`src/rtl/restor_div_pkg.sv`:
```
// Shared types and helpers for the handshaked restoring divider.
package restor_div_pkg;

  // Controller states: waiting for operands, iterating, holding a result.
  typedef enum logic [1:0] {IDLE, CALC, DONE} div_state_t;

  // Iteration counter width. The extra bit keeps the count from wrapping
  // inside CALC, even when only a single iteration is needed.
  function automatic int cnt_width(input int width, input int steps_per_cycle);
    return $clog2(width / steps_per_cycle) + 1;
  endfunction

endpackage

```
`src/rtl/restoring_div_step.sv`:
```
// One combinational restoring-division step.
// The partial remainder a is always smaller than the divisor. It therefore
// fits in WIDTH bits, and only the trial subtraction needs the extra bit.
module restoring_div_step #(
  parameter int WIDTH = 16
) (
  input  logic [WIDTH-1:0] a,
  input  logic [WIDTH-1:0] q,
  input  logic [WIDTH:0]   m,
  output logic [WIDTH-1:0] a_next,
  output logic [WIDTH-1:0] q_next
);

  logic [WIDTH:0]   shift_a;
  logic [WIDTH-1:0] shift_q;
  logic [WIDTH:0]   trial;

  // Shift {A,Q} left, trial-subtract the divisor, and restore if the result is negative.
  always_comb begin
    shift_a = {a, q[WIDTH-1]};
    shift_q = {q[WIDTH-2:0], 1'b0};
    trial   = shift_a - m;
    a_next  = shift_a[WIDTH-1:0];
    q_next  = shift_q;
    if (!trial[WIDTH]) begin
      a_next = trial[WIDTH-1:0];
      q_next = {q[WIDTH-2:0], 1'b1};
    end
  end

endmodule

```
`src/rtl/restoring_divider_hs.sv`:
```
// Iterative restoring divider with valid/ready handshakes on input and output.
// STEPS_PER_CYCLE chained steps run per clock, so a division takes
// WIDTH/STEPS_PER_CYCLE CALC cycles.
// Optional macro RESTOR_DIV_SIGNED_EN selects two's-complement operation:
// the divider iterates on magnitudes and fixes the signs on the final edge.
module restoring_divider_hs
  import restor_div_pkg::*;
#(
  parameter int WIDTH           = 16,
  parameter int STEPS_PER_CYCLE = 1
) (
  input  logic             clk,
  input  logic             reset,
  input  logic             in_valid,
  output logic             in_ready,
  input  logic [WIDTH-1:0] dividend,
  input  logic [WIDTH-1:0] divisor,
  output logic             out_valid,
  input  logic             out_ready,
  output logic [WIDTH-1:0] quotient,
  output logic [WIDTH-1:0] remainder,
  output logic             div_by_zero
);

  localparam int K  = WIDTH / STEPS_PER_CYCLE;
  localparam int CW = cnt_width(WIDTH, STEPS_PER_CYCLE);
  localparam logic [CW-1:0] LAST = CW'(K - 1);

  if (WIDTH < 2 || STEPS_PER_CYCLE < 1 || (WIDTH % STEPS_PER_CYCLE) != 0) begin : g_param_check
    $error("restoring_divider_hs: STEPS_PER_CYCLE must divide WIDTH and WIDTH must be >= 2");
  end

  div_state_t       state;
  logic [CW-1:0]    count;
  logic [WIDTH-1:0] a_reg;
  logic [WIDTH-1:0] q_reg;
  logic [WIDTH-1:0] m_reg;

  logic [WIDTH-1:0] a_chain [0:STEPS_PER_CYCLE];
  logic [WIDTH-1:0] q_chain [0:STEPS_PER_CYCLE];

  logic [WIDTH-1:0] op_dividend;
  logic [WIDTH-1:0] op_divisor;
  logic [WIDTH-1:0] res_q;
  logic [WIDTH-1:0] res_r;

`ifdef RESTOR_DIV_SIGNED_EN
  logic sign_q;
  logic sign_r;

  // The most negative value maps to its own bit pattern. Read as unsigned,
  // that pattern is the correct magnitude.
  assign op_dividend = dividend[WIDTH-1] ? -dividend : dividend;
  assign op_divisor  = divisor[WIDTH-1]  ? -divisor  : divisor;
  assign res_q = sign_q ? -q_chain[STEPS_PER_CYCLE] : q_chain[STEPS_PER_CYCLE];
  assign res_r = sign_r ? -a_chain[STEPS_PER_CYCLE] : a_chain[STEPS_PER_CYCLE];
`else
  assign op_dividend = dividend;
  assign op_divisor  = divisor;
  assign res_q = q_chain[STEPS_PER_CYCLE];
  assign res_r = a_chain[STEPS_PER_CYCLE];
`endif

  assign a_chain[0] = a_reg;
  assign q_chain[0] = q_reg;

  for (genvar i = 0; i < STEPS_PER_CYCLE; i++) begin : g_step
    restoring_div_step #(.WIDTH(WIDTH)) u_step (
      .a      (a_chain[i]),
      .q      (q_chain[i]),
      .m      ({1'b0, m_reg}),
      .a_next (a_chain[i+1]),
      .q_next (q_chain[i+1])
    );
  end

  // Controller plus datapath registers. All handshake and result outputs are registered here.
  always_ff @(posedge clk or posedge reset) begin
    if (reset) begin
      state       <= IDLE;
      count       <= '0;
      a_reg       <= '0;
      q_reg       <= '0;
      m_reg       <= '0;
      quotient    <= '0;
      remainder   <= '0;
      div_by_zero <= 1'b0;
      out_valid   <= 1'b0;
      in_ready    <= 1'b1;
`ifdef RESTOR_DIV_SIGNED_EN
      sign_q      <= 1'b0;
      sign_r      <= 1'b0;
`endif
    end else begin
      case (state)
        IDLE: begin
          if (in_valid && in_ready) begin
            in_ready <= 1'b0;
            if (divisor == '0) begin
              quotient    <= '1;
              remainder   <= dividend;
              div_by_zero <= 1'b1;
              out_valid   <= 1'b1;
              state       <= DONE;
            end else begin
              m_reg <= op_divisor;
              q_reg <= op_dividend;
              a_reg <= '0;
              count <= '0;
`ifdef RESTOR_DIV_SIGNED_EN
              sign_q <= dividend[WIDTH-1] ^ divisor[WIDTH-1];
              sign_r <= dividend[WIDTH-1];
`endif
              state <= CALC;
            end
          end
        end
        CALC: begin
          a_reg <= a_chain[STEPS_PER_CYCLE];
          q_reg <= q_chain[STEPS_PER_CYCLE];
          count <= count + CW'(1);
          if (count == LAST) begin
            quotient    <= res_q;
            remainder   <= res_r;
            div_by_zero <= 1'b0;
            out_valid   <= 1'b1;
            state       <= DONE;
          end
        end
        DONE: begin
          if (out_ready) begin
            out_valid <= 1'b0;
            in_ready  <= 1'b1;
            state     <= IDLE;
          end
        end
        default: begin
          state    <= IDLE;
          in_ready <= 1'b1;
        end
      endcase
    end
  end

endmodule

```
`config.mk`:
```
export PLATFORM = sky130hd
export DESIGN_NAME = restoring_divider_hs
export DESIGN_NICKNAME = d
export VERILOG_FILES = /design/src/rtl/restor_div_pkg.sv /design/src/rtl/restoring_div_step.sv /design/src/rtl/restoring_divider_hs.sv
export SDC_FILE = /design/constraint.sdc
export NUM_CORES = 1
export LEC_CHECK = 0
export CORE_ASPECT_RATIO = 2
export CORE_UTILIZATION = 35
export CTS_BUF_LIST = sky130_fd_sc_hd__clkbuf_8
export DETAILED_ROUTE_END_ITERATION = 8
export PLACE_DENSITY = 0.61
export REMOVE_ABC_BUFFERS = 1
export SLEW_MARGIN = 20
export SYNTH_ARGS = -nofsm -noshare
export SYNTH_HDL_FRONTEND = slang
export SYNTH_HIERARCHICAL = 1
export SYNTH_SLANG_ARGS = --single-unit
```
`constraint.sdc`:
```
create_clock -name clk -period 3.1 [get_ports clk]
set_clock_uncertainty 0.15 [all_clocks]
set_input_delay 0.31 -clock clk [delete_from_list [all_inputs] [get_ports clk]]
set_output_delay 0.31 -clock clk [all_outputs]
set_load 0.02 [all_outputs]
```
## Word level (Yosys, flattened, before mapping)

Cells that the tools add are included.

| word-level totals | value |
|---|---|
| flip-flop bits (word level) | 90 |
| input port bits | 36 |
| word-level logic and storage cells | 67 |

| cells by class | value |
|---|---|
| add/sub/neg operators | 2 |
| eq/ne operators | 8 |
| multiplexer cells | 34 |
| bitwise operators | 2 |
| reduce and logical (&&, ||, !) cells | 11 |

Operator list:

| cell | count |
|---|---|
| $mux W16 | 11 |
| $pmux W16 S2 | 4 |
| $sub A17 B16 Y17 | 1 |
| $logic_not A16 Y1 | 1 |
| $reduce_and A3 Y1 | 4 |
| $mux W5 | 2 |
| $ne A2 B2 Y1 const B | 5 |
| $pmux W5 S2 | 1 |
| $mux W1 | 8 |
| $mux W2 | 4 |
| $pmux W1 S3 | 2 |
| $pmux W2 S3 | 1 |
| $add A5 B1 Y5 const B | 1 |
| $eq A5 B4 Y1 const B | 1 |
| $reduce_and A5 Y1 | 1 |
| $reduce_and A4 Y1 | 1 |
| $reduce_bool A3 Y1 | 1 |
| $eq A2 B1 Y1 const B | 1 |
| $eq A2 B2 Y1 const B | 1 |
| $logic_not A2 Y1 | 1 |
| $not A1 Y1 | 2 |
| $pmux W1 S2 | 1 |
| $reduce_bool A2 Y1 | 1 |
| $logic_and A1 B1 Y1 | 1 |

## Depth between registers and ports, before layout

Gate-level depths: netlist of the first run.

| logic depth | value |
|---|---|
| depth after elaboration | 4 |
| mapped depth | 13 |
| mapped depth without buffers | 12 |

## Hierarchy

Netlist of the first run, hierarchy kept.

Modules (own cells, without submodules):

| module | times used | cells an instance | area each (um2) | seq. area each (um2) |
|---|---|---|---|---|
| restoring_divider_hs | 1 | 286 | 3901.2 | 2253.4 |
| restoring_div_step | 1 | 160 | 1272.5 | 0.0 |

## Worst setup path before layout of the first run

No wires, ideal clock.

| path | value |
|---|---|
| path type | register to register |
| start point | register q_reg[15] |
| end point | register a_reg[8] |
| arrival | 2.812 ns |
| slack | 0.017 ns |
| cell stages (with the launch flop) | 13 |
| path buffers | 1 |
| cell sequence | dfrtp_1 inv_1 ha_1 fa_1 nor2b_4 o2111ai_2 nand3b_4 a22oi_2 o41ai_2 xnor2_2 buf_6 mux2_4 a22o_1 |

| on the way | value |
|---|---|
| word-level cells in the longest chain between the ends | 3 |

Ends and longest elaborated chain:

| element | line | RTL |
|---|---|---|
| from (decl) | restoring_divider_hs.sv:36 | `logic [WIDTH-1:0] q_reg;` |
| from (signal assigned) | restoring_divider_hs.sv:107 | `q_reg <= op_dividend;` |
| from (signal assigned) | restoring_divider_hs.sv:120 | `q_reg <= q_chain[STEPS_PER_CYCLE];` |
| $sub A17 B16 Y17 | restoring_div_step.sv:22 | `trial = shift_a - m;` |
| $mux W16 | restoring_div_step.sv:25 | `if (!trial[WIDTH]) begin` |
| via res_r[8] | restoring_divider_hs.sv:45 | `logic [WIDTH-1:0] res_r;` |
| $pmux W16 S2 | restoring_divider_hs.sv:95 | `case (state)` |
| to (signal assigned) | restoring_divider_hs.sv:119 | `a_reg <= a_chain[STEPS_PER_CYCLE];` |
| to (decl) | restoring_divider_hs.sv:35 | `logic [WIDTH-1:0] a_reg;` |

The timed path passes the listed nets, and every way through them passes these cells.
A chain may end at the register's enable or synchronous reset.

## Worst setup path in the final report of the first run

| path | value |
|---|---|
| start point | register a_reg[11] |
| end point | register remainder[4] |

| on the way | value |
|---|---|
| word-level cells in the longest chain between the ends | 4 |

Ends and longest elaborated chain:

| element | line | RTL |
|---|---|---|
| $sub A17 B16 Y17 | restoring_div_step.sv:22 |  |
| $mux W16 | restoring_div_step.sv:25 |  |
| via res_r[4] | restoring_divider_hs.sv:45 |  |
| $mux W16 | restoring_divider_hs.sv:122 | `if (count == LAST) begin` |
| $pmux W16 S2 | restoring_divider_hs.sv:95 |  |
| to (signal assigned) | restoring_divider_hs.sv:101 | `remainder <= dividend;` |
| to (signal assigned) | restoring_divider_hs.sv:124 | `remainder <= res_r;` |
| to (decl) | restoring_divider_hs.sv:21 | `output logic [WIDTH-1:0] remainder,` |

The timed path passes the listed nets, and every way through them passes these cells. The select of a mux whose other input is x is not followed.

==> out/summary.md, run 1 <==
Proportion of layout cells with a drive suffix above 1: 0.230. The later pin in the worst-skew pair is clocked with a latency of 0.36 ns. TritonCTS built the clock tree. Number of enable-type register cells in the synthesized netlist: 0. The category of the worst setup path capture point was a flip-flop. The number of vias per cell after detailed routing is 5.21, and the count of vias placed by the detailed router is 3672. Cell type with the largest total area after synthesis: sky130_fd_sc_hd__dfrtp_1.

The power per cell area was 995 nW/um^2. The netlist uses 64 different library cells. The logs give 55 for the largest net degree at the start of global routing and 0 for the count of nets left with antenna violations after detail routing. The run finished with clean final reports. In this run the tool buffered the top-level ports with 70 buffer cells.

Setup violations remaining at the end of the flow were counted as 0. 0 antenna diodes ended up in the layout. The count of buffer and inverter cells on the critical path came out at 1. The fraction of post-synthesis cell area in the top cell type by area was 0.430; the number of fill cells in the layout was 1383.

Dividing the detail-routed wire length by the instance count gives 17.2 um. The signal on the critical path passes through ha_1, o21ai_0, a21oi_1, a221oi_2, o41ai_4, xnor2_2, buf_12, mux2_2, mux2i_1, o21ai_1. The initial antenna violation count is 0. The top cell types in the final layout, fill and taps aside, are 89 x sky130_fd_sc_hd__dfrtp_1, 70 x sky130_fd_sc_hd__clkdlybuf4s50_1, 50 x sky130_fd_sc_hd__mux2_2.

The post-placement cell count was 688; the placeable core area was 14400 um^2. The met2 track utilization from global routing is 0.299, and the overall global routing resource usage is 0.170. Count of pins over their slew limit: 0. The met3 routing resource usage after global routing came out at 0.0233. For the DRC violation total after the first TritonRoute iteration, the log shows 137. Leaving out fill and tap cells, the most frequent cell in the layout is sky130_fd_sc_hd__dfrtp_1. Ranked by total cell area, the synthesized netlist is headed by sky130_fd_sc_hd__dfrtp_1 43%, sky130_fd_sc_hd__mux2_2 11%, sky130_fd_sc_hd__ha_1 4.4%. The clock tree synthesis step divided the H-tree into 3 levels. In the synthesized netlist the dominant register cell turns out to be sky130_fd_sc_hd__dfrtp_1.

The worst max-slew margin expressed relative to the limit was 0.539; the filler-free cell count of the finished design was 705. The logs give 0 for the final count of hold timing violations and 2.40 mW for the total net switching power. In this run the most used layer during global routing was met2.

The final clock period utilization by the worst path came out at 0.960. The iteration count of the initial detailed-routing pass came out at 4. For the worst setup path, the data required time is 3.19 ns. For the number of CTS-inserted buffers, the log shows 9. The sequential share of the synthesized area came out at 0.436. The average instance in the mapped netlist occupies 11.6 um^2. The run gives 0 as the max-cap violation count. The largest single stage delay on the critical path is 0.41 ns. The highest-delay cell along the critical path is sky130_fd_sc_hd__dfrtp_1. The clock passes through at most 2 buffers.

The measured slew at the worst slew-check pin is 0.689 ns. After floorplanning, the core was divided into 62 placement rows. The clock network power share is 0.141, and the minimum clock period after layout is 2.98 ns. Synthesis handed over a netlist of 446 instances. The tools report the type of origin of the critical path as a flip-flop. The die is 174 um tall. The first global-routing pass estimated 20.0 mm of wire. The total length of routed wires is 12.1 mm.

The synthesis warning total was 6; the timing-limited maximum frequency was 0.336 GHz. The logs give 0.855 for the weighted congestion at the end of routability-driven global placement and 71 for the boundary pin count. For the global-route met1 utilization, the log shows 0.195. The portion of total power attributed to sequential cells came out at 0.280. After clock tree synthesis, the clock-pin slew on the worst setup and hold paths is 0.09 ns. Relative to the synthesized area, the layout overhead comes to 22.0%. For the signal arrival time at the worst endpoint, the log shows 3.07 ns. The run gives 0.579 as the proportion of power drawn by combinational gates. The effective utilization at floorplan was 0.359.

Of all nets on the critical path, the largest fanout is 13. The cell leakage power came out at 2.73 nW. The total congestion overflow after global routing was 0.

Setup repair after global routing left no endpoint under its margin. The kind of cell with the highest combined delay along the critical path is compound AO/OA/AOI/OAI gates. The worst-case IR drop observed on VDD is 0.000502 V. In the final design database the tool counted 564 nets. In the routed design, unresolved DRC markers number 0.

Internal power comes to 3.88 mW. Hold is met by 0.107 ns. Number of global-route vias before repair: 3900.

In this run the worst hold path is classified as primary input to asynchronous set/reset pin. Switching fraction of total power: 0.382. The buffer type at the clock tree root was sky130_fd_sc_hd__clkbuf_8. The setup path with the least slack is of type flip-flop to flip-flop. Summed over all nets, the half-perimeter wirelength after detailed placement is 9.24 mm. The proportion of register bits with asynchronous set or reset after synthesis works out to 1.00. The netlist area before placement came out at 5170 um^2. CTS saw 90 sinks. The die span in x was 88.0 um; the full die area was 15300 um^2.

The flop and latch count out of synthesis is 90.
## stage by stage
step	instance area (um^2)	util	setup slack [ns]	TNS, ns	total power [mW]
floorplan	4900	-	-1.52	-64.08	4.27
global placement	6030	0.418	-0.0125	-0.0517	5.20
detailed placement	6030	0.418	-0.142	-3.10	5.27
CTS	6270	0.435	0.0536	0	6.24
global route	6310	0.438	0.00497	0	6.70
finish	6310	0.438	0.123	0	6.28
## repair_timing
item,in CTS,in global routing
pin swaps,1,3
gates resized for setup,3,7
hold buffers,0,0
setup buffers,0,2
endpoints found under the setup margin,33,26
gates cloned,0,0
## power groups by stage
| stage | logic [mW] | clock network (mW) | registers [mW] |
|---|---|---|---|
| final | 3.63 | 0.887 | 1.76 |
| after CTS | 3.55 | 0.921 | 1.76 |
| after global placement | 3.43 | 0 | 1.78 |
| after floorplan | 2.48 | 0 | 1.79 |
| after detailed placement | 3.48 | 0 | 1.78 |
| after global routing | 3.93 | 0.958 | 1.81 |
## layer usage
metal  vias to the layer above  part of all wire
li1                       1741                 -
met2                        83              0.54
met4                         0             0.034
met1                      1824              0.39
met3                        24             0.034
met5                         -                 0
## cells by family after synthesis
group / share of synthesized area
compound gates: 0.175
xor+xnor: 0.0252
fa+ha+maj: 0.0474
buf+inv: 0.0718
flops: 0.436
mux: 0.179
other cells: 0.000725
simple gates: 0.0655
## worst register-to-register path, stage by stage, from the launching register on
cell and delay, ns:
sky130_fd_sc_hd__dfrtp_1 0.41, sky130_fd_sc_hd__ha_1 0.41, sky130_fd_sc_hd__o21ai_0 0.27, sky130_fd_sc_hd__a21oi_1 0.12, sky130_fd_sc_hd__a221oi_2 0.31, sky130_fd_sc_hd__o41ai_4 0.15, sky130_fd_sc_hd__xnor2_2 0.26, sky130_fd_sc_hd__buf_12 0.19
sky130_fd_sc_hd__mux2_2 0.37, sky130_fd_sc_hd__mux2i_1 0.14, sky130_fd_sc_hd__o21ai_1 0.08
## final timing paths
kind / startpoint / endpoint / slack [ns] / cells after the start
max in group asynchronous: reset / quotient[13] / 2.02 / 3
max: a_reg[11] / remainder[4] / 0.12 / 10
max reg2reg: a_reg[11] / remainder[4] / 0.12 / 10
min reg2reg: count[4] / count[4] / 0.35 / 1
min in group clk: count[4] / count[4] / 0.35 / 1
min: reset / count[0] / 0.11 / 2
## area by class of cell
cell class / count / area, um^2 / area share
timing repair buffer: 90 / 905 / 0.143
multi-input combinational: 292 / 2600 / 0.411
clock inverter: 4 / 67.6 / 0.0107
inverter: 26 / 98.8 / 0.0157
tap: 192 / 240 / 0.0380
sequential: 90 / 2250 / 0.357
clock buffer: 11 / 151 / 0.0240
## synth_stat cells (all sizes together) (3+ instances only)
master / count
a21o: 4
a21oi: 18
a22o: 18
a31oi: 3
and3: 3
buf: 33
clkbuf: 5
dfrtp: 89
ha: 18
inv: 26
mux2: 63
mux2i: 19
nand2: 13
nand3: 3
nand3b: 3
nand4: 3
nor2: 12
nor2b: 3
nor4: 4
o211ai: 3
o21ai: 43
o22a: 17
o31ai: 3
xnor2: 8
xor2: 6
(Power assumes the default switching activity.)
==> inputs of run 2 (changes only) <==
--- a/config.mk
+++ b/config.mk
@@ -9,7 +9,6 @@
 export CORE_UTILIZATION = 35
 export CTS_BUF_LIST = sky130_fd_sc_hd__clkbuf_8
 export DETAILED_ROUTE_END_ITERATION = 8
-export PLACE_DENSITY = 0.61
 export REMOVE_ABC_BUFFERS = 1
 export SLEW_MARGIN = 20
 export SYNTH_ARGS = -nofsm -noshare
==> run 2 against run 1 <==
Against the previous run: count of clock-buffer cells in the layout did not move; wire length is 2.7% higher; worst hold slack improved by 0.11 ns; critical path depth up 2; design area rose by 1.4%; sequential power is essentially flat; non-clock buffer count up 1; cell count rose by 0.28%; flip-flop and latch count unchanged; setup slack lost 0.033 ns; register-to-register slack lost 0.03 ns; largest cell class unchanged; highest routed layer unchanged.
==> out/summary.md, run 2 (synthesis gave the netlist of run 1 again) <==
The worst register-to-register path ends at remainder[10]. The timing-limited maximum frequency was 0.332 GHz (-1.1%). The library cell used most frequently in the layout, excluding fill and tap cells, is sky130_fd_sc_hd__dfrtp_1.

The run gives 0 (unchanged) as the number of buffers added to fix hold violations after cts. The tools report the max-cap violation count as 0 (unchanged). The root buffer cell chosen for the clock tree is sky130_fd_sc_hd__clkbuf_8. The run gives 6.58 mW (+4.8%) as the total power. The logs give 707 (+0.28%) for the filler-free cell count of the finished design and 3.21 ns (+0.02 ns) for the data required time of the critical path.

The depth of the worst register-to-register path works out to 12 (+2). The top cell types in the final layout, fill and taps aside, are 89 x sky130_fd_sc_hd__dfrtp_1, 70 x sky130_fd_sc_hd__clkdlybuf4s50_1, 46 x sky130_fd_sc_hd__mux2_2. The overall global routing resource usage is 0.171 (+0.000699). The power per cell area is 1030 nW/um^2 (+3.3%).

Worst hold path class: primary input to asynchronous set/reset pin. The initial antenna violation count was 0 (unchanged); the detailed-placement wirelength estimate was 8.98 mm (-2.9%). The tools report the iteration count of the initial detailed-routing pass as 4 (unchanged). The signal on the critical path passes through ha_4, fa_2, nor2b_4, o2111ai_4, nand3b_4, a22oi_2, o41ai_2, xnor2_2, clkbuf_16, mux2_4, mux2i_1, o21ai_1.

The cell leakage power was 2.76 nW (+1.2%). Worst supply voltage drop on vdd: 0.000434 V (-14%). The full die area was 15300 um^2 (unchanged). For the placeable core area, the log shows 14400 um^2 (unchanged).

The worst setup path is captured at a flip-flop. The measured slew at the worst slew-check pin came out at 0.700 ns (+0.0107 ns). The highest-delay cell along the critical path was sky130_fd_sc_hd__dfrtp_1. The y dimension of the die was 174 um (unchanged). The post-placement cell count was 688 (unchanged); the largest net degree at the start of global routing was 91 (+65%). The final clock period utilization by the worst path was 0.971 (+0.0106). DRC violation total after the first TritonRoute iteration: 139 (+1.5%). The effective utilization at floorplan is 0.359 (unchanged). The count of buffer and inverter cells on the critical path was 1 (unchanged). The maximum fanout encountered on the critical timing path was 6 (-7); the count of vias placed by the detailed router was 3668 (-0.11%).

Broken down by cell family, the worst path's largest delay share belongs to compound AO/OA/AOI/OAI gates. The final count of hold timing violations is 0 (unchanged). For the number of global-route vias before repair, the log shows 3826 (-1.9%). The flow ran to the end, and the final reports show no timing, DRC or antenna violations.

STA classifies the critical path startpoint as a flip-flop. For the worst max-slew margin expressed relative to the limit, the log shows 0.532 (-0.00718). The reg-to-reg setup timing slack was 0.09 ns (-0.03 ns). TritonCTS built the clock tree. Setup repair after global routing could not meet its margin everywhere.

The tools report the count of pins over their slew limit as 0 (unchanged). The area growth from synthesis to layout is 23.8%. The wire length per cell after detailed routing was 17.6 um (+2.4%); the proportion of layout cells with a drive suffix above 1 was 0.245 (+0.0146). For the weighted congestion at the end of routability-driven global placement, the log shows 0.835 (-2.3%). The run gives 0 (unchanged) as the count of unresolved DRC violations after routing. The run gives 2 (unchanged) as the number of buffers between clock root and the deepest sink.

The category of the critical setup timing path was flip-flop to flip-flop. For the total congestion overflow after global routing, the log shows 0 (unchanged). The number of port buffers came out at 70 (unchanged). The wire length of the first global-routing pass was 20.1 mm (+0.38%). The minimum clock period after layout came out at 3.01 ns (+0.0327 ns). The count of nets left with antenna violations after detail routing is 0 (unchanged). Stage delay of the slowest cell on the critical path: 0.43 ns (+0.02 ns). The number of CTS-inserted buffers came out at 9 (unchanged). The tools report the number of clock sinks as 90 (unchanged). The worst register-to-register path begins at m_reg[0].

The cell area after layout is 6400 um^2 (+1.4%). Number of vias per cell after detailed routing: 5.19 (-0.39%). The total placed instance area is 6050 um^2 (+0.21%), and the maximum level of the CTS H-tree is 3 (unchanged). The tools report the final setup violation count as 0 (unchanged).

The run gives 0 (unchanged) as the count of inserted antenna diode cells. The clock-pin slew reported for the worst setup and hold paths after clock tree synthesis was 0.10 ns (about the same); the total length of routed wires was 12.4 mm (+2.7%). The die span in x is 88.0 um (unchanged), and the clock latency on the worst-skew pair is 0.37 ns (about the same). The run gives 565 (+0.18%) as the final net count.

The signal arrival time at the worst endpoint was 3.12 ns (+0.05 ns). The boundary pin count was 71 (unchanged). The tools report the standard-cell row count as 62 (unchanged).
## run 2: cell types whose count changed in the layout (fill, tap and decap cells not counted), sizes merged
cell,delta
clkbuf,+1
clkinv,+1
clkinvlp,+1
inv,-1
## run 2: timing repair
action | 4_1_cts | 5_1_grt
buffers inserted | 0 | 2
gates resized for setup | 0 | 20
endpoints found under the setup margin | 29 | 31
cloned | 0 | 1
pin swaps | 1 | 6
## run 2: where the power goes
group	switching [mW]	internal, mW	total, mW	leakage [nW]
clock	0.434	0.503	0.937	0.116
combinational	1.82	2.06	3.87	1.47
sequential	0.272	1.50	1.77	1.18
## run 2: worst max path at each step
stage	start	endpoint	slack, ns	cells after the start
global placement	q_reg[15]	remainder[3]	-0.007	13
CTS	q_reg[15]	remainder[3]	0.03	13
detailed placement	q_reg[15]	remainder[6]	-0.06	13
finish	m_reg[0]	remainder[10]	0.09	12
global route	m_reg[0]	remainder[8]	-0.08	12
floorplan	state[0]	quotient[0]	-1.52	3
## run 2: through the flow
stage / util / worst slack, ns / setup TNS (ns) / hold WS [ns]
after floorplan: - / -1.52 / -64.08 / 0.246
after global placement: 0.419 / -0.00686 / -0.0148 / 0.337
after detailed placement: 0.419 / -0.0646 / -1.07 / 0.320
after CTS: 0.435 / 0.0320 / 0 / 0.244
after global routing: 0.444 / -0.0834 / -0.512 / 0.262
final: 0.444 / 0.0905 / 0 / 0.219
## run 2: per-layer routing
metal / part of all wire / routed length (um) / vias to the layer above / global-route usage
li1: - / - / 1747 / -
met1: 0.40 / 5010 / 1842 / 0.203
met2: 0.54 / 6760 / 63 / 0.297
met3: 0.031 / 390 / 16 / 0.0318
met4: 0.023 / 283 / 0 / 0.0683
met5: 0 / 0 / - / 0
## run 2: area by class of cell
class	count	area [um^2]
flip-flops and latches	90	2250
inverters	26	98.8
repair buffers	91	942
clock inverters	5	85.1
multi-input cells	292	2630
clock buffers	11	151
fillers	1393	8020
well taps	192	240
## run 2: worst reg2reg max path: stages, from the launching register on
cell and delay, ns:
sky130_fd_sc_hd__dfrtp_1 0.43, sky130_fd_sc_hd__ha_4 0.18, sky130_fd_sc_hd__fa_2 0.36, sky130_fd_sc_hd__nor2b_4 0.15, sky130_fd_sc_hd__o2111ai_4 0.13, sky130_fd_sc_hd__nand3b_4 0.11
sky130_fd_sc_hd__a22oi_2 0.07, sky130_fd_sc_hd__o41ai_2 0.31, sky130_fd_sc_hd__xnor2_2 0.24, sky130_fd_sc_hd__clkbuf_16 0.24, sky130_fd_sc_hd__mux2_4 0.33, sky130_fd_sc_hd__mux2i_1 0.14
sky130_fd_sc_hd__o21ai_1 0.07
==> inputs of run 3 (changes only) <==
--- a/config.mk
+++ b/config.mk
@@ -6,11 +6,13 @@
 export NUM_CORES = 1
 export LEC_CHECK = 0
 export CORE_ASPECT_RATIO = 2
+export CORE_MARGIN = 10
 export CORE_UTILIZATION = 35
 export CTS_BUF_LIST = sky130_fd_sc_hd__clkbuf_8
 export DETAILED_ROUTE_END_ITERATION = 8
+export PLACE_DENSITY = 0.66
 export REMOVE_ABC_BUFFERS = 1
-export SLEW_MARGIN = 20
+export SLEW_MARGIN = 10
 export SYNTH_ARGS = -nofsm -noshare
 export SYNTH_HDL_FRONTEND = slang
 export SYNTH_HIERARCHICAL = 1
==> run 3 against run 2 <==
Against the previous run: sequential power about the same; non-clock buffer count grew 2; total power is 2.4% lower; critical path depth is 1 higher; count of clock-buffer cells in the layout is 1 lower; global-route usage fell by 4.1 points; core utilization decreased by 0.39 points; critical endpoint is now a_reg[7]; largest power group unchanged; wire length increased by 4.2%; flip-flop and latch count unchanged; maximum frequency increased by 0.72%; worst hold slack got worse by 0.033 ns; register-to-register slack improved by 0.02 ns.
==> out/summary.md, run 3 (synthesis gave the netlist of run 1 again) <==
Proportion of layout cells with a drive suffix above 1: 0.242 (-0.00288). The full die area is 20300 um^2 (+33%), and the count of vias placed by the detailed router is 3733 (+1.8%). The tightest min-delay check is of the primary input to asynchronous set/reset pin type. Clock-pin slew reported for the worst setup and hold paths after clock tree synthesis: 0.09 ns (about the same). The run gives 3.19 ns (-0.02 ns) as the data required time of the critical path. The minimum clock period after layout was 2.99 ns (-0.0216 ns); the count of nets left with antenna violations after detail routing was 0 (unchanged). The tools report the standard-cell row count as 62 (unchanged). The depth of the worst register-to-register path is 13 (+1), and the cell leakage power is 2.74 nW (-0.75%). The boundary pin count came out at 71 (unchanged). The tools report the total congestion overflow after global routing as 0 (unchanged). The share of the core filled with cells is 0.440 (-0.00390), and the maximum level of the CTS H-tree is 3 (unchanged). The worst supply voltage drop on vdd was 0.000397 V (-8.4%).

The worst setup path is captured at a flip-flop. The library cell used most frequently in the layout, excluding fill and tap cells, is sky130_fd_sc_hd__dfrtp_1. The wire length per cell after detailed routing is 18.3 um (+3.9%). The max-cap violation count was 0 (unchanged); the detailed-placement wirelength estimate was 9.84 mm (+9.6%). For the wire length of the first global-routing pass, the log shows 21.3 mm (+6.3%).

For the timing-limited maximum frequency, the log shows 0.335 GHz (+0.72%). The worst setup path is launched from a flip-flop. The y dimension of the die is 192 um (+10%).

The overall global routing resource usage is 0.130 (-0.0413), and the number of buffers between clock root and the deepest sink is 2 (unchanged). Endpoint of the worst-slack reg-to-reg timing path: a_reg[7]. The logs give 567 (+0.35%) for the final net count and 6 (+2) for the iteration count of the initial detailed-routing pass. The count of inserted antenna diode cells was 0 (unchanged). The final count of hold timing violations was 0 (unchanged).

The effective utilization at floorplan was 0.359 (unchanged). The tools report the final worst-path setup slack as 0.112 ns (+0.0216 ns). For the number of global-route vias before repair, the log shows 4155 (+8.6%). In this run the critical register-to-register path is launched from q_reg[15]. DRC violation total after the first TritonRoute iteration: 148 (+6.5%). The placeable core area was 14400 um^2 (unchanged); the measured slew at the worst slew-check pin was 0.695 ns (-0.00521 ns).

Count of pins over their slew limit: 0 (unchanged). The worst max-slew margin expressed relative to the limit is 0.536 (+0.00348). The die span in x was 106 um (+20%); the total length of routed wires was 13.0 mm (+4.2%).

The maximum fanout encountered on the critical timing path was 7 (+1). The buffer type at the clock tree root is sky130_fd_sc_hd__clkbuf_8. The worst hold margin is 0.186 ns (-0.0334 ns), and the largest net degree at the start of global routing is 57 (-37%). For the number of buffers added to fix hold violations after cts, the log shows 0 (unchanged). TritonCTS built the clock tree. The number of port buffers is 70 (unchanged).

The critical path in this run is classified as flip-flop to flip-flop. The initial antenna violation count came out at 0 (unchanged). The final sum of negative setup slack is 0 ns (unchanged). In the layout the commonest cells are 89 x sky130_fd_sc_hd__dfrtp_1, 70 x sky130_fd_sc_hd__clkdlybuf4s50_1, 50 x sky130_fd_sc_hd__mux2_2. The number of vias per cell after detailed routing was 5.27 (+1.5%); the weighted congestion at the end of routability-driven global placement was 0.846 (+1.3%). The final clock period utilization by the worst path is 0.964 (-0.00697). The clock latency on the worst-skew pair was 0.36 ns (about the same). The number of clock sinks is 90 (unchanged). The tools report the reg-to-reg setup timing slack as 0.11 ns (+0.02 ns). The logs give 0 (unchanged) for the final setup violation count and 0 (unchanged) for the count of unresolved DRC violations after routing. The flow ran to the end, and the final reports show no timing, DRC or antenna violations.

The number of CTS-inserted buffers came out at 9 (unchanged). The signal arrival time at the worst endpoint came out at 3.08 ns (-0.04 ns). Setup repair after global routing could not meet its margin everywhere. The worst setup slack after placement is -0.114 ns (-0.0493 ns), and the area overhead of the layout relative to synthesis is 22.7%. The power per cell area is 1010 nW/um^2 (-1.5%).
==> run 3: cell count changes in the layout (fill, tap and decap cells not counted), moves of 2 or more <==
cell	previous run	this run
sky130_fd_sc_hd__inv_1	23	25
sky130_fd_sc_hd__mux2_4	13	9
sky130_fd_sc_hd__buf_4	14	16
sky130_fd_sc_hd__mux2_2	46	50
==> run 3: worst max-delay path by stage <==
stage / startpoint / to / slack, ns / cells past startpoint
global placement: q_reg[15] / remainder[15] / -0.01 / 13
finish: q_reg[15] / a_reg[7] / 0.11 / 13
CTS: q_reg[15] / remainder[3] / 0.03 / 13
global route: q_reg[15] / remainder[2] / -0.02 / 14
detailed placement: q_reg[15] / remainder[15] / -0.11 / 13
floorplan: state[0] / quotient[0] / -1.52 / 3
==> run 3: cell type report <==
class                   instances  area (um^2)
clock inverters                 6         58.8
inverters                      26         98.8
clock buffers                  10          138
flip-flops and latches         90         2250
well taps                     192          240
multi-input cells             292         2610
fillers                      1426         8080
repair buffers                 93          948
==> run 3: per-stage QoR <==
step / cell area (um^2) / instances / power (mW)
global placement: 6040 / 689 / 5.25
floorplan: 4900 / 408 / 4.27
detailed placement: 6040 / 689 / 5.33
global route: 6350 / 709 / 6.88
finish: 6350 / 709 / 6.42
CTS: 6250 / 705 / 6.20
==> run 3: per-layer routing <==
metal / track usage / share of wire / vias up
li1: - / - / 1748
met2: 0.237 / 0.55 / 78
met1: 0.140 / 0.39 / 1889
met4: 0.0586 / 0.028 / 0
met3: 0.0248 / 0.032 / 18
met5: 0 / 0 / -
==> run 3: timing repair <==
| item | in CTS | in global routing |
|---|---|---|
| resized for setup | 1 | 15 |
| setup endpoints to repair | 32 | 30 |
| setup buffers | 0 | 3 |
| pin swaps | 1 | 4 |
| gates cloned | 0 | 1 |
==> run 3: critical path, cell delays in order, from the launching register on <==
cell and delay, ns:
sky130_fd_sc_hd__dfrtp_1 0.37, sky130_fd_sc_hd__inv_2 0.06, sky130_fd_sc_hd__ha_4 0.16, sky130_fd_sc_hd__fa_2 0.36, sky130_fd_sc_hd__nor2b_4 0.14, sky130_fd_sc_hd__o2111ai_2 0.14
sky130_fd_sc_hd__nand3b_4 0.11, sky130_fd_sc_hd__a22oi_2 0.09, sky130_fd_sc_hd__o41ai_4 0.28, sky130_fd_sc_hd__xnor2_2 0.18, sky130_fd_sc_hd__buf_6 0.15, sky130_fd_sc_hd__buf_12 0.12
sky130_fd_sc_hd__mux2_2 0.35, sky130_fd_sc_hd__a22o_1 0.22
==> run 3: power by group <==
group	internal (mW)	switching, mW
registers	1.50	0.267
logic	2.06	1.80
clock network	0.389	0.409
total	3.95	2.48
==> edit 1 (config.mk and constraints of run 1) <==
Encoding of `div_state_t`: now one-hot (3 bits for 3 states).
--- a/src/rtl/restor_div_pkg.sv
+++ b/src/rtl/restor_div_pkg.sv
@@ -3,5 +3,5 @@
 
   // Controller states: waiting for operands, iterating, holding a result.
-  typedef enum logic [1:0] {IDLE, CALC, DONE} div_state_t;
+  typedef enum logic [2:0] {IDLE = 3'b001, CALC = 3'b010, DONE = 3'b100} div_state_t;
 
   // Iteration counter width. The extra bit keeps the count from wrapping
Formal check against the unedited RTL: no difference found for any inputs over 10 cycles, from zero or initial values and one cycle with reset high; not proved beyond that.
==> edit 1 against run 1 <==
Sequential cell count rose by 1. Cell area is 0.57% higher. Clock power shrank 6.7%. First-iteration DRC count is 29% higher. Setup slack got worse by 0.051 ns. Maximum frequency down 1.7%. Power grew 10%. Wire length is 7.8% higher. Synthesized area decreased by 1.0%. Sequential share of layout area is 0.21 points higher. Combinational power rose by 10%. Die area shrank 1.0%. Critical path type unchanged.
==> edit 1: results (changes against run 1) <==
| Metric | Value |
|---|---|
| Met1 GRT Util | `20.0% (+0.54 points)` |
| Placed instance count | `724 (+5.2%)` |
| Pin count of the biggest net entering global routing | `61 (+11%)` |
| DP Wirelength | `9.65 mm (+4.4%)` |
| Status | `finished clean` |
| Routed length on met3 | `291 µm (-30%)` |
| First-pass GRT wire length | `21.0 mm (+4.9%)` |
| Nets@finish | `605 (+7.3%)` |
| WL met1 | `5.10 mm (+6.9%)` |
| Internal power | `4.13 mW (+6.4%)` |
| Initial DRC Count | `177 (+29%)` |
| DP Worst Slack | `-0.112 ns (+0.0301 ns)` |
| Post-synthesis mux area share | `11.4% (-6.5 points)` |
| Sequential Power | `2.09 mW (+19%)` |
| Clock power share | `12.0% (-2.1 points)` |
| Die Width | `87.5 µm (-0.49%)` |
| Cell area power density | `1090 mW/mm² (+9.7%)` |
| Seq/Total Area, Yosys | `44.5% (+0.96 points)` |
| Arrival time at the worst endpoint | `3.13 ns (+0.06 ns)` |
| Most frequent cells after synthesis | `89 x dfrtp_1, 75 x nand2_1, 32 x a21oi_1` |
| Synth Area in Adders | `4.79% (+0.049 points)` |
| Met3 Use GR | `2.58% (+0.25 points)` |
| Via count | `3906 (+6.4%)` |
| Routability cong. | `0.874 (+2.2%)` |
| Worst-margin pin slew | `0.587 ns (-0.102 ns)` |
| Vias in the first global route | `4065 (+4.2%)` |
| Fin cells | `747 (+6.0%)` |
| Routed wl met2 | `7.27 mm (+11%)` |
| Xor and xnor area share after synthesis | `2.54% (+0.026 points)` |
| Gate count after technology mapping | `488 (+9.4%)` |
| Routed len/inst | `17.5 µm (+1.7%)` |
| LEAKAGE | `2.74 nW (+0.53%)` |
| GRT met2 Usage | `32.9% (+3.0 points)` |
==> edit 1: cell types whose count changed after synthesis, sizes merged, moves of 4 or more <==
cell	change
or4	+5
buf	-5
o21ai	-33
mux2	-16
nand3	+4
clkbuf	+9
nand2	+62
mux2i	-16
a21oi	+14
a31oi	+17
==> edit 1: worst max-delay path: cells and delay by family (launching register included) <==
family / cells / cell delay, ns
compound gates: 4 / 0.74
fa+ha+maj: 2 / 0.53
flops: 1 / 0.38
buf+inv: 3 / 0.37
mux: 1 / 0.31
simple gates: 2 / 0.26
xor+xnor: 1 / 0.17
==> edit 1: path summary, 6_finish.rpt <==
| path | slack, ns | from | cells after the start | to |
|---|---|---|---|---|
| hold reg to reg | 0.35 | quotient[12]$_DFFE_PP0P_ | 1 | quotient[12]$_DFFE_PP0P_ |
| min in group clk | 0.35 | quotient[12]$_DFFE_PP0P_ | 1 | quotient[12]$_DFFE_PP0P_ |
| setup / recovery | 0.07 | q_reg[15]$_DFFE_PP0P_ | 13 | a_reg[8]$_DFFE_PP0P_ |
| setup reg to reg | 0.07 | q_reg[15]$_DFFE_PP0P_ | 13 | a_reg[8]$_DFFE_PP0P_ |
| hold / removal | 0.03 | reset | 2 | quotient[13]$_DFFE_PP0P_ |
| max in group asynchronous | 2.17 | reset | 3 | in_ready$_DFFE_PP1P_ |
==> edit 1: final cells by class <==
type,instances,area [µm²]
tap,192,240
clock buffer,9,124
clock inverter,7,76.3
multi-input combinational,329,2550
inverter,26,98.8
timing repair buffer,93,978
fill,1370,8000
sequential,91,2280
==> edit 1: timing repair <==
item,in CTS,in global routing
endpoints found under the setup margin,31,30
endpoints found under the hold margin,0,0
resized for setup,1,17
pin swaps,1,1
gates cloned,0,3
setup buffers,0,4
==> edit 2 (settings of run 1) <==
Made on the original files. The option `RESTOR_DIV_SIGNED_EN` is turned on by a define.
--- a/src/rtl/restoring_divider_hs.sv
+++ b/src/rtl/restoring_divider_hs.sv
@@ -4,4 +4,6 @@
 // Optional macro RESTOR_DIV_SIGNED_EN selects two's-complement operation:
 // the divider iterates on magnitudes and fixes the signs on the final edge.
+`define RESTOR_DIV_SIGNED_EN
+
 module restoring_divider_hs
   import restor_div_pkg::*;
Behaviour: no difference found for any inputs over 4 cycles, from zero or initial values and one cycle with reset high; that may be too few to reach the edited logic, so the function may still have changed.
==> edit 2 against run 1 <==
The run now ends with negative setup slack left. Wire length increased by 54%. Maximum frequency decreased by 31%. Synthesized cell count increased by 53%. Sequential cell count increased by 2. Setup slack got worse by 1.3 ns. Die area increased by 22%. Synthesized area increased by 23%. First-iteration DRC count increased by 32%. Cell area increased by 38%. Via count increased by 54%. Critical endpoint is now remainder[13]$_DFFE_PP0P_.
Power is not compared: it rests on default switching activity, and its combinational part moved more than twofold at a synthesized area within 25%.
==> edit 2: results (changes against run 1) <==
| Metric | Value |
|---|---|
| Xor and xnor area share after synthesis | `9.09% (+6.6 points)` |
| Arrival time at the worst endpoint | `4.42 ns (+1.35 ns)` |
| Via count | `5666 (+54%)` |
| Antenna violations before repair | `0 (unchanged)` |
| Fraction of layout cells with a size suffix above 1 | `27.4% (+4.4 points)` |
| Async SR Flop Fraction | `100% (unchanged)` |
| Routed wl met2 | `10.4 mm (+60%)` |
| Initial DRC Count | `181 (+32%)` |
| First-pass GRT wire length | `29.8 mm (+49%)` |
| Top sig layer | `met4` |
| Routed len/inst | `17.7 µm (+3.2%)` |
| VDD IR max | `534 µV` |
| CTS Buffer Depth | `2 (unchanged)` |
| Critical Path Fanout Max | `5 (-8)` |
| Clk_lat worst skew | `0.37 ns` |
| LEAKAGE | `3.80 nW` |
| Root Buffer | `clkbuf_8` |
| Nets@finish | `896 (+59%)` |
| Port bufs | `70 (unchanged)` |
| R2R Path Start | `m_reg[0]$_DFFE_PP0P_` |
| WL met1 | `6.78 mm (+42%)` |
| Top cells by area, synth | `dfrtp_1 36%, xor2_1 6.5%, o21ai_0 4.4%` |
| Clock Pin Slew Worst Setup and Hold Paths | `0.11 ns (+0.02 ns)` |
| Vias in the first global route | `5960 (+53%)` |
| Count of different cell masters after synthesis | `72 (+13%)` |
| Hold Crit Class | `input port to asynchronous set/reset pin` |
| Failing checks | `negative setup slack` |
| Fin worst setup slack | `-1.21 ns (-1.33 ns)` |
| H-tree Lvls | `3 (unchanged)` |
| Aggregate global-route resource usage | `20.4% (+3.3 points)` |
| Pin count of the biggest net entering global routing | `57 (+3.6%)` |
| Most used DFF post-synth | `dfrtp_1` |
| Setup Viol. Count Final | `37 (+37)` |
| Slew headroom | `34.4% (-20 points)` |
| Ys Warns | `6 (unchanged)` |
| Synth Area in Adders | `4.66% (-0.084 points)` |
| DP Worst Slack | `-1.66 ns (-1.52 ns)` |
| Most frequent cells after synthesis | `91 x dfrtp_1, 69 x nand2_1, 56 x o21ai_0` |
| Seq/Total Area, Yosys | `36.3% (-7.2 points)` |
| Number of buffers created by CTS | `9 (unchanged)` |
| 1st-pass router iterations | `4 (unchanged)` |
| Post-synthesis mux area share | `7.06% (-11 points)` |
| Routed length on met3 | `401 µm (-3.8%)` |
| Slowest stage delay, CP | `0.59 ns (+0.18 ns)` |
| Crit path max-delay cell type | `or4_4` |
| # diodes | `0 (unchanged)` |
| Routability cong. | `0.853 (-0.32%)` |
| Startpoint types | `flip-flop` |
| Final hold vios | `0 (unchanged)` |
| Post-synthesis compound-gate area fraction | `21.9% (+4.4 points)` |
| Crit path max-delay family | `simple AND/OR/NAND/NOR gates` |
| DP Wirelength | `14.1 mm (+53%)` |
| Status | `finished with violations` |
edit 2: final timing paths:
check | endpoint | depth (start not counted)
min reg2reg | m_reg[4]$_DFFE_PP0P_ | 2
min in group clk | m_reg[4]$_DFFE_PP0P_ | 2
min | quotient[15]$_DFFE_PP0P_ | 2
max reg2reg | remainder[13]$_DFFE_PP0P_ | 16
max | remainder[13]$_DFFE_PP0P_ | 16
max in group asynchronous | m_reg[3]$_DFFE_PP0P_ | 3
edit 2: kinds of logic (layout without fill, tap and decap cells):
family	count (synthesis)	after routing
compound gates	199	199
xor+xnor	65	65
buf+inv	87	245
fa+ha+maj	23	23
flops	92	92
other cells	1	1
simple gates	178	178
mux	39	39
edit 2: metal layers:
metal / up-vias / global-route usage, %
met4: 0 / 13.8
met5: - / 0
met2: 116 / 40.1
li1: 2757 / -
met1: 2737 / 19.5
met3: 56 / 2.28
edit 2: per-stage QoR:
stage	cell area [µm²]	cells	TNS, ns	total power [mW]	hold slack, ns
after global placement	7840	1020	-34.44	8.80	0.311
after global routing	8740	1055	-30.63	12.8	0.230
final	8740	1055	-23.87	12.0	0.181
after floorplan	6040	633	-35.91	6.10	0.293
after detailed placement	7840	1020	-36.48	8.91	0.319
after CTS	8580	1049	-23.29	11.4	0.209
edit 2: layout make-up:
type | count | area (µm²)
clock buffers | 10 | 138
repair buffers | 193 | 1800
clock inverters | 6 | 118
multi-input cells | 505 | 3970
fillers | 1604 | 9050
well taps | 213 | 267
flip-flops and latches | 92 | 2300
inverters | 36 | 143
edit 2: what timing repair did:
item,CTS,global route
pin swaps,46,32
gates resized for setup,88,33
setup endpoints to repair,48,47
buffers inserted,13,12
hold endpoints to repair,0,0
edit 2: power breakdown:
group          switching, mW  internal (mW)  total, mW
Sequential             0.563           1.67       2.24
Clock                  0.482          0.567       1.05
Combinational           4.02           4.69       8.71
